File: src/rtl/regfile_scoreboard_if.sv
// ----------------------------------------------------------------------------
// regfile_scoreboard_if
//
// Bundles the decode/writeback/issue signals of the register file scoreboard.
//
//   master modport : pipeline side (decode read indices, writeback port,
//                    issue port); observes read data and hazard status.
//   slave modport  : register file side.
//
// Signals:
//   ra, rb        read indices A/B                  (master -> slave)
//   bus_a, bus_b  combinational read data A/B       (slave -> master)
//   we, rw, bus_w writeback enable, index, data     (master -> slave)
//   issue_valid   instruction leaves decode         (master -> slave)
//   issue_rd      its destination index             (master -> slave)
//   busy_a/busy_b read index has an unsatisfied producer
//   hazard        busy_a | busy_b | WAW on issue_rd
//   pending_cnt   registered popcount of pending bits
//   r_last        stored contents of the highest register (no bypass)
// ----------------------------------------------------------------------------
interface regfile_scoreboard_if #(
    parameter int DATA_W = 16,
    parameter int ADDR_W = 3
);
    logic [ADDR_W-1:0] ra;
    logic [ADDR_W-1:0] rb;
    logic [DATA_W-1:0] bus_a;
    logic [DATA_W-1:0] bus_b;
    logic              we;
    logic [ADDR_W-1:0] rw;
    logic [DATA_W-1:0] bus_w;
    logic              issue_valid;
    logic [ADDR_W-1:0] issue_rd;
    logic              busy_a;
    logic              busy_b;
    logic              hazard;
    logic [ADDR_W:0]   pending_cnt;
    logic [DATA_W-1:0] r_last;

    modport master (
        output ra, rb, we, rw, bus_w, issue_valid, issue_rd,
        input  bus_a, bus_b, busy_a, busy_b, hazard, pending_cnt, r_last
    );

    modport slave (
        input  ra, rb, we, rw, bus_w, issue_valid, issue_rd,
        output bus_a, bus_b, busy_a, busy_b, hazard, pending_cnt, r_last
    );
endinterface : regfile_scoreboard_if

File: src/rtl/regfile_scoreboard.sv
// ----------------------------------------------------------------------------
// regfile_scoreboard
//
// Clocked NREGS x DATA_W register file with two combinational read ports,
// one writeback port, optional same-cycle write-to-read bypass, optional
// hard-wired zero register, and a per-register pending-write scoreboard
// used by the hazard unit.
//
// Ports:
//   clk    rising-edge clock
//   rst_n  asynchronous active-low reset; clears storage and scoreboard
//   rf     regfile_scoreboard_if.slave (read, writeback, issue, status)
//
// Parameters:
//   DATA_W    register width
//   ADDR_W    index width, NREGS = 2**ADDR_W
//   ZERO_REG  1: register 0 reads 0 and ignores writes and issues
//   BYPASS    1: a same-cycle writeback is forwarded to the read ports
// ----------------------------------------------------------------------------
module regfile_scoreboard #(
    parameter int DATA_W   = 16,
    parameter int ADDR_W   = 3,
    parameter int ZERO_REG = 1,
    parameter int BYPASS   = 1
) (
    input logic                 clk,
    input logic                 rst_n,
    regfile_scoreboard_if.slave rf
);
    localparam int NREGS = 2 ** ADDR_W;
    localparam int CNT_W = ADDR_W + 1;

    typedef logic [ADDR_W-1:0] idx_t;
    typedef logic [DATA_W-1:0] data_t;
    typedef logic [CNT_W-1:0]  cnt_t;

    data_t              regs [NREGS];
    logic [NREGS-1:0]   pending_q;
    logic [NREGS-1:0]   pending_d;
    cnt_t               pending_cnt_q;
    cnt_t               pending_cnt_d;

    logic wr_valid;
    logic set_valid;
    logic cnt_inc;
    logic cnt_dec;
    logic issue_busy;

    // An index is "live" unless it is the hard-wired zero register.
    function automatic logic is_live(input idx_t idx);
        return (ZERO_REG == 0) || (idx != '0);
    endfunction

    assign wr_valid  = rf.we & is_live(rf.rw);
    assign set_valid = rf.issue_valid & is_live(rf.issue_rd);

    // ------------------------------------------------------------------
    // Storage
    // ------------------------------------------------------------------
    // NOTE: the array is reset explicitly because reads of never-written
    // registers must return 0 after reset; this keeps it in flops rather
    // than an SRAM macro, which is acceptable at this size.
    always_ff @(posedge clk or negedge rst_n) begin
        if (!rst_n) begin
            for (int i = 0; i < NREGS; i++) begin
                // NOTE: state is always updated with non-blocking assignments
                // so every flop samples the pre-edge values of its inputs.
                regs[i] <= '0;
            end
        end else if (wr_valid) begin
            regs[rf.rw] <= rf.bus_w;
        end
    end

    // ------------------------------------------------------------------
    // Read ports: zero register, then bypass, then storage.
    // ------------------------------------------------------------------
    always_comb begin
        // NOTE: the output is assigned a default first so no path through
        // the conditionals can leave it unassigned and infer a latch.
        rf.bus_a = regs[rf.ra];
        if (!is_live(rf.ra)) begin
            rf.bus_a = '0;
        end else if ((BYPASS != 0) && rf.we && (rf.rw == rf.ra)) begin
            rf.bus_a = rf.bus_w;
        end
    end

    always_comb begin
        rf.bus_b = regs[rf.rb];
        if (!is_live(rf.rb)) begin
            rf.bus_b = '0;
        end else if ((BYPASS != 0) && rf.we && (rf.rw == rf.rb)) begin
            rf.bus_b = rf.bus_w;
        end
    end

    assign rf.r_last = regs[NREGS-1];

    // ------------------------------------------------------------------
    // Hazard status. A producer writing back this cycle satisfies its
    // consumers whether or not BYPASS is on; with BYPASS off the hazard
    // unit is expected to stall one more cycle on its own.
    // ------------------------------------------------------------------
    assign rf.busy_a = is_live(rf.ra) & pending_q[rf.ra]
                       & ~(wr_valid && (rf.rw == rf.ra));
    assign rf.busy_b = is_live(rf.rb) & pending_q[rf.rb]
                       & ~(wr_valid && (rf.rw == rf.rb));
    assign issue_busy = rf.issue_valid & pending_q[rf.issue_rd]
                        & ~(wr_valid && (rf.rw == rf.issue_rd));
    assign rf.hazard = rf.busy_a | rf.busy_b | issue_busy;

    // ------------------------------------------------------------------
    // Scoreboard next state. Clear is applied before set so that a new
    // producer issuing while the old one writes back keeps the bit set.
    // ------------------------------------------------------------------
    always_comb begin
        pending_d = pending_q;
        if (wr_valid) begin
            pending_d[rf.rw] = 1'b0;
        end
        if (set_valid) begin
            pending_d[rf.issue_rd] = 1'b1;
        end
    end

    // Count only real 0->1 and 1->0 transitions so pending_cnt stays equal
    // to the popcount without an adder tree. A clear that loses to a set
    // on the same index is not a transition.
    assign cnt_inc = set_valid & ~pending_q[rf.issue_rd];
    assign cnt_dec = wr_valid & pending_q[rf.rw]
                     & ~(set_valid && (rf.issue_rd == rf.rw));

    assign pending_cnt_d = pending_cnt_q + cnt_t'(cnt_inc) - cnt_t'(cnt_dec);

    always_ff @(posedge clk or negedge rst_n) begin
        if (!rst_n) begin
            pending_q     <= '0;
            pending_cnt_q <= '0;
        end else begin
            pending_q     <= pending_d;
            pending_cnt_q <= pending_cnt_d;
        end
    end

    assign rf.pending_cnt = pending_cnt_q;

endmodule : regfile_scoreboard
File: src/flat_wrapper.sv
// flat-port wrapper written by rule: the top's interface ports become plain ports
module regfile_scoreboard_flat 
#(
    parameter int DATA_W   = 16,
    parameter int ADDR_W   = 3,
    parameter int ZERO_REG = 1,
    parameter int BYPASS   = 1
)
  (clk, rst_n, rf_ra, rf_rb, rf_we, rf_rw, rf_bus_w, rf_issue_valid, rf_issue_rd, rf_bus_a, rf_bus_b, rf_busy_a, rf_busy_b, rf_hazard, rf_pending_cnt, rf_r_last);
  regfile_scoreboard_if #(.DATA_W(DATA_W), .ADDR_W(ADDR_W)) rf_i ();
  input logic clk;
  input logic rst_n;
  input wire logic [$bits(rf_i.ra)-1:0] rf_ra;
  input wire logic [$bits(rf_i.rb)-1:0] rf_rb;
  input wire logic [$bits(rf_i.we)-1:0] rf_we;
  input wire logic [$bits(rf_i.rw)-1:0] rf_rw;
  input wire logic [$bits(rf_i.bus_w)-1:0] rf_bus_w;
  input wire logic [$bits(rf_i.issue_valid)-1:0] rf_issue_valid;
  input wire logic [$bits(rf_i.issue_rd)-1:0] rf_issue_rd;
  output wire logic [$bits(rf_i.bus_a)-1:0] rf_bus_a;
  output wire logic [$bits(rf_i.bus_b)-1:0] rf_bus_b;
  output wire logic [$bits(rf_i.busy_a)-1:0] rf_busy_a;
  output wire logic [$bits(rf_i.busy_b)-1:0] rf_busy_b;
  output wire logic [$bits(rf_i.hazard)-1:0] rf_hazard;
  output wire logic [$bits(rf_i.pending_cnt)-1:0] rf_pending_cnt;
  output wire logic [$bits(rf_i.r_last)-1:0] rf_r_last;
  assign rf_i.ra = rf_ra;
  assign rf_i.rb = rf_rb;
  assign rf_i.we = rf_we;
  assign rf_i.rw = rf_rw;
  assign rf_i.bus_w = rf_bus_w;
  assign rf_i.issue_valid = rf_issue_valid;
  assign rf_i.issue_rd = rf_issue_rd;
  assign rf_bus_a = rf_i.bus_a;
  assign rf_bus_b = rf_i.bus_b;
  assign rf_busy_a = rf_i.busy_a;
  assign rf_busy_b = rf_i.busy_b;
  assign rf_hazard = rf_i.hazard;
  assign rf_pending_cnt = rf_i.pending_cnt;
  assign rf_r_last = rf_i.r_last;
  regfile_scoreboard #(.DATA_W(DATA_W), .ADDR_W(ADDR_W), .ZERO_REG(ZERO_REG), .BYPASS(BYPASS)) u_core (.clk(clk), .rst_n(rst_n), .rf(rf_i));
endmodule
File: config.mk
export PLATFORM = sky130hd
export DESIGN_NAME = regfile_scoreboard_flat
export DESIGN_NICKNAME = d
export VERILOG_FILES = /design/src/rtl/regfile_scoreboard_if.sv /design/src/rtl/regfile_scoreboard.sv /design/src/flat_wrapper.sv
export SDC_FILE = /design/constraint.sdc
export NUM_CORES = 1
export LEC_CHECK = 0
export ABC_AREA = 1
export CAP_MARGIN = 20
export CORE_ASPECT_RATIO = 1.75
export CORE_MARGIN = 4
export CORE_UTILIZATION = 45
export CTS_CLUSTER_DIAMETER = 80
export CTS_CLUSTER_SIZE = 16
export DETAILED_ROUTE_END_ITERATION = 10
export PLACE_DENSITY = 0.72
export SLEW_MARGIN = 20
export SYNTH_ARGS = -nofsm -noshare
export SYNTH_HDL_FRONTEND = slang
export SYNTH_SLANG_ARGS = --single-unit
File: constraint.sdc
create_clock -name clk -period 3.02 [get_ports clk]
set_clock_uncertainty 0.05 [all_clocks]
set_input_delay 0.604 -clock clk [delete_from_list [all_inputs] [get_ports clk]]
set_output_delay 0.604 -clock clk [all_outputs]
set_load 0.03 [all_outputs]
==> impl_metrics.csv <==
group,metric,value,unit
drt,wl,29500,um
layout,drive_gt1_frac,0.138,
drt,routed_via_density,5.70,
cts,cts_buffers,17,
layout,seq_area,3500,um2
timing,fin_tns_setup,0,ns
worst_setup_path,worstPathCellList,"dlygate4sd2_1, inv_4, buf_6, buf_4, a21oi_1, o21ai_0, nand3_1, nand2_1, nor2_1, nor2_1, buf_4",
drt,drc_errors,0,
min_path,hp-class,"input port to async pin",
floorplan,num_io_pins,87,
yosys,ys_ff_latch,140,
timing,drv_slew,0,
timing,clock.fmax,344,MHz
drt,ant_nets,0,
yosys,synth_area,8540,um2
placement,hpwl,20200,um
drt,via_count,8904,
floorplan,die_w,112,um
yosys,avgSynthCellArea,6.91,um2
pwr,ir_worst_vdd,0.380,mV
worst_setup_path,cpPeakStageDelay,0.32,ns
yosys,synth_xor_area_frac,0.00703,
yosys,synthSimpleGateAreaFrac,0.289,
worst_setup_path,critPathSlowestCell,"dlygate4sd2_1",
drt,dr.pass1.iters,6,
layout,nets,1348,
floorplan,core,18700,um2
timing,tightest_slew,0.695,ns
worst_setup_path,critPathMaxFanout,18,
global_route,grt_pass1_wl,46000,um
drt,wire_per_inst,18.9,um
placement,place.gp.congestion,0.944,
yosys,ys_seq_area_frac,0.410,
global_route,grt.overflow.total,0,
global_route,antenna_found_initial,0,
timing,finalCritPeriodShare,0.961,
worst_setup_path,worstReg2RegStart,"u_core.pending_q[7]",
pwr,p_leak,5.04,nW
yosys,synth_top_family_by_area,"simple AND/OR/NAND/NOR gates",
run_status,outcome,"completed",
layout,antenna_cells,0,
timing,relSlewSlack,0.537,
layout,nFillCells,1811,
cts,clk_pin_slew,0.07,ns
cts,clockRootBuffer,"clkbuf_16",
timing,period_needed,2.90,ns
placement,port-buffer-count,86,
worst_setup_path,startpoint,"rf_rb[1]",
yosys,ys_types,30,
cts,tritoncts,"built",
floorplan,die_y,190,um
yosys,synthCells,1236,
worst_setup_path,path_class,"input port to output pin",
yosys,synthMuxAreaShare,0,
pwr,power_density,646,nW/um2
worst_setup_path,cp_data_required_time,2.37,ns
timing,hold_viol,0,
cts,clk_latency,0.42,ns
worst_setup_path,startpoint_type,"input port",
timing,setup_viol,0,
timing,rsz0062_at_grt,"no",
worst_setup_path,worstPathArrival,2.25,ns
global_route,grt_pass1_vias,8596,
floorplan,die-area,21300,um2
cts,clock-sinks,140,
floorplan,start_util,0.457,
yosys,yosysWarnings,0,
global_route,grt_max_degree,74,
flow_run,max-cap-violations,0,
layout,design_area,10500,um2
layout,area_delta_synth_final,22.4,%
yosys,synth_compound_area_frac,0.168,
pwr,total_power,6.75,mW
global_route,grt_usage,0.275,
layout,multi_input_area,4060,um2
cts,htreeDepth,4,
placement,dpl_cell_area,9750,um2
floorplan,rows,66,
placement,dp.cells,1527,
drt,drt_iter0_drc,993,
yosys,syn_nets,1273,
cts,clockBufferDepth,2,
layout,final_cells,1562,
yosys,synth-adder-area-share,0.00821,
worst_setup_path,critPathCaptureType,"output pin",
==> worst max-delay path, delay by kind of cell <==
| kind | cells | cell delay, ns |
|---|---|---|
| and+or+nand+nor | 4 | 0.40 |
| AOI/OAI and AO/OA | 2 | 0.15 |
| buffers and inverters | 5 | 1.08 |
==> cells in the final DEF (no fill, tap or decap), types with 2 or more instances in the layout <==
cell type,count
a21oi_1,85
inv_4,2
nor2_1,102
buf_6,4
clkinvlp_4,4
o21ai_0,130
nor3_1,2
nand2_1,334
nor2_4,4
dlymetal6s2s_1,3
buf_12,14
clkdlybuf4s50_1,42
buf_2,2
ha_1,4
dlygate4sd2_1,5
nand3_4,2
o21ai_1,61
nand3_1,141
o22ai_1,7
nor2_2,7
clkbuf_16,18
inv_6,4
xnor2_1,4
clkinv_4,2
dfrtp_1,140
bufinv_16,3
inv_2,11
buf_4,100
inv_1,77
==> report_power, final <==
| part | switching [mW] | internal [mW] |
|---|---|---|
| logic | 1.24 | 0.794 |
| clock network | 0.880 | 1.34 |
| registers | 0.277 | 2.22 |
| total | 2.40 | 4.35 |
==> registers in the layout (all words and copies together) (netlist names) <==
register	count
u_core.regs	112
u_core.rf.pending_cnt	4
u_core.rf.r_last	16
u_core.pending_q	8
==> area by class of cell <==
class                      count  area share
multi-input combinational    888       0.388
sequential                   140       0.335
clock buffer                  18      0.0420
tap                          238      0.0285
inverter                      92      0.0339
timing repair buffer         172       0.155
clock inverter                14      0.0174
==> stage by stage <==
| stage | utilization | setup slack, ns | hold slack [ns] |
|---|---|---|---|
| 2_1_floorplan | - | 0.412 | 0.258 |
| 3_3_place_gp | 0.522 | -0.165 | 0.336 |
| 3_5_place_dp | 0.522 | -0.171 | 0.339 |
| 4_1_cts | 0.557 | 0.00203 | 0.167 |
| 5_1_grt | 0.560 | 0.0312 | 0.201 |
| 6_report | 0.560 | 0.116 | 0.145 |
==> cell families after synthesis <==
logic type | after synthesis
and+or+nand+nor | 593
AOI/OAI and AO/OA | 284
buffers and inverters | 208
DFF | 140
xor gates and xnor gates | 6
adders and majority gates | 5
==> routing by layer <==
layer / share of wire / routed length [um] / GRT usage / vias to the layer above
met5: 0 / 0 / 0 / -
met4: 0.076 / 2230 / 0.196 / 0
met3: 0.076 / 2250 / 0.0397 / 116
met2: 0.48 / 14300 / 0.457 / 502
met1: 0.36 / 10700 / 0.322 / 4159
li1: - / - / - / 4127
==> Yosys cell counts, drive strengths merged <==
master,count,share of area
nor2,113,0.054
dfrtp,140,0.41
buf,82,0.062
nand3,143,0.086
o21ai,191,0.11
a21oi,85,0.050
clkbuf,34,0.015
nand2,335,0.15
xor2,1,0.0010
xnor2,5,0.0060
o22ai,7,0.0051
fa,1,0.0023
ha,4,0.0059
inv,90,0.040
a21boi,1,0.00088
clkinv,2,0.00088
nor3,2,0.0012
==> path summary, 6_finish.rpt <==
kind / endpoint / slack, ns / depth (start not counted)
max: rf_bus_b[1] / 0.12 / 11
min in group clk: u_core.regs[124] / 0.35 / 0
min reg2reg: u_core.regs[124] / 0.35 / 0
min: u_core.regs[106] / 0.15 / 1
max in group asynchronous: u_core.regs[81] / 2.03 / 2
max reg2reg: u_core.rf.pending_cnt[1] / 0.80 / 12
==> repair_timing <==
item,CTS,global route
setup buffers,0,2
hold buffers,0,0
pin swaps,1,1
resized for setup,12,9
cloned,0,1
endpoints found under the setup margin,29,32
Power figures use the tool's default switching activity.
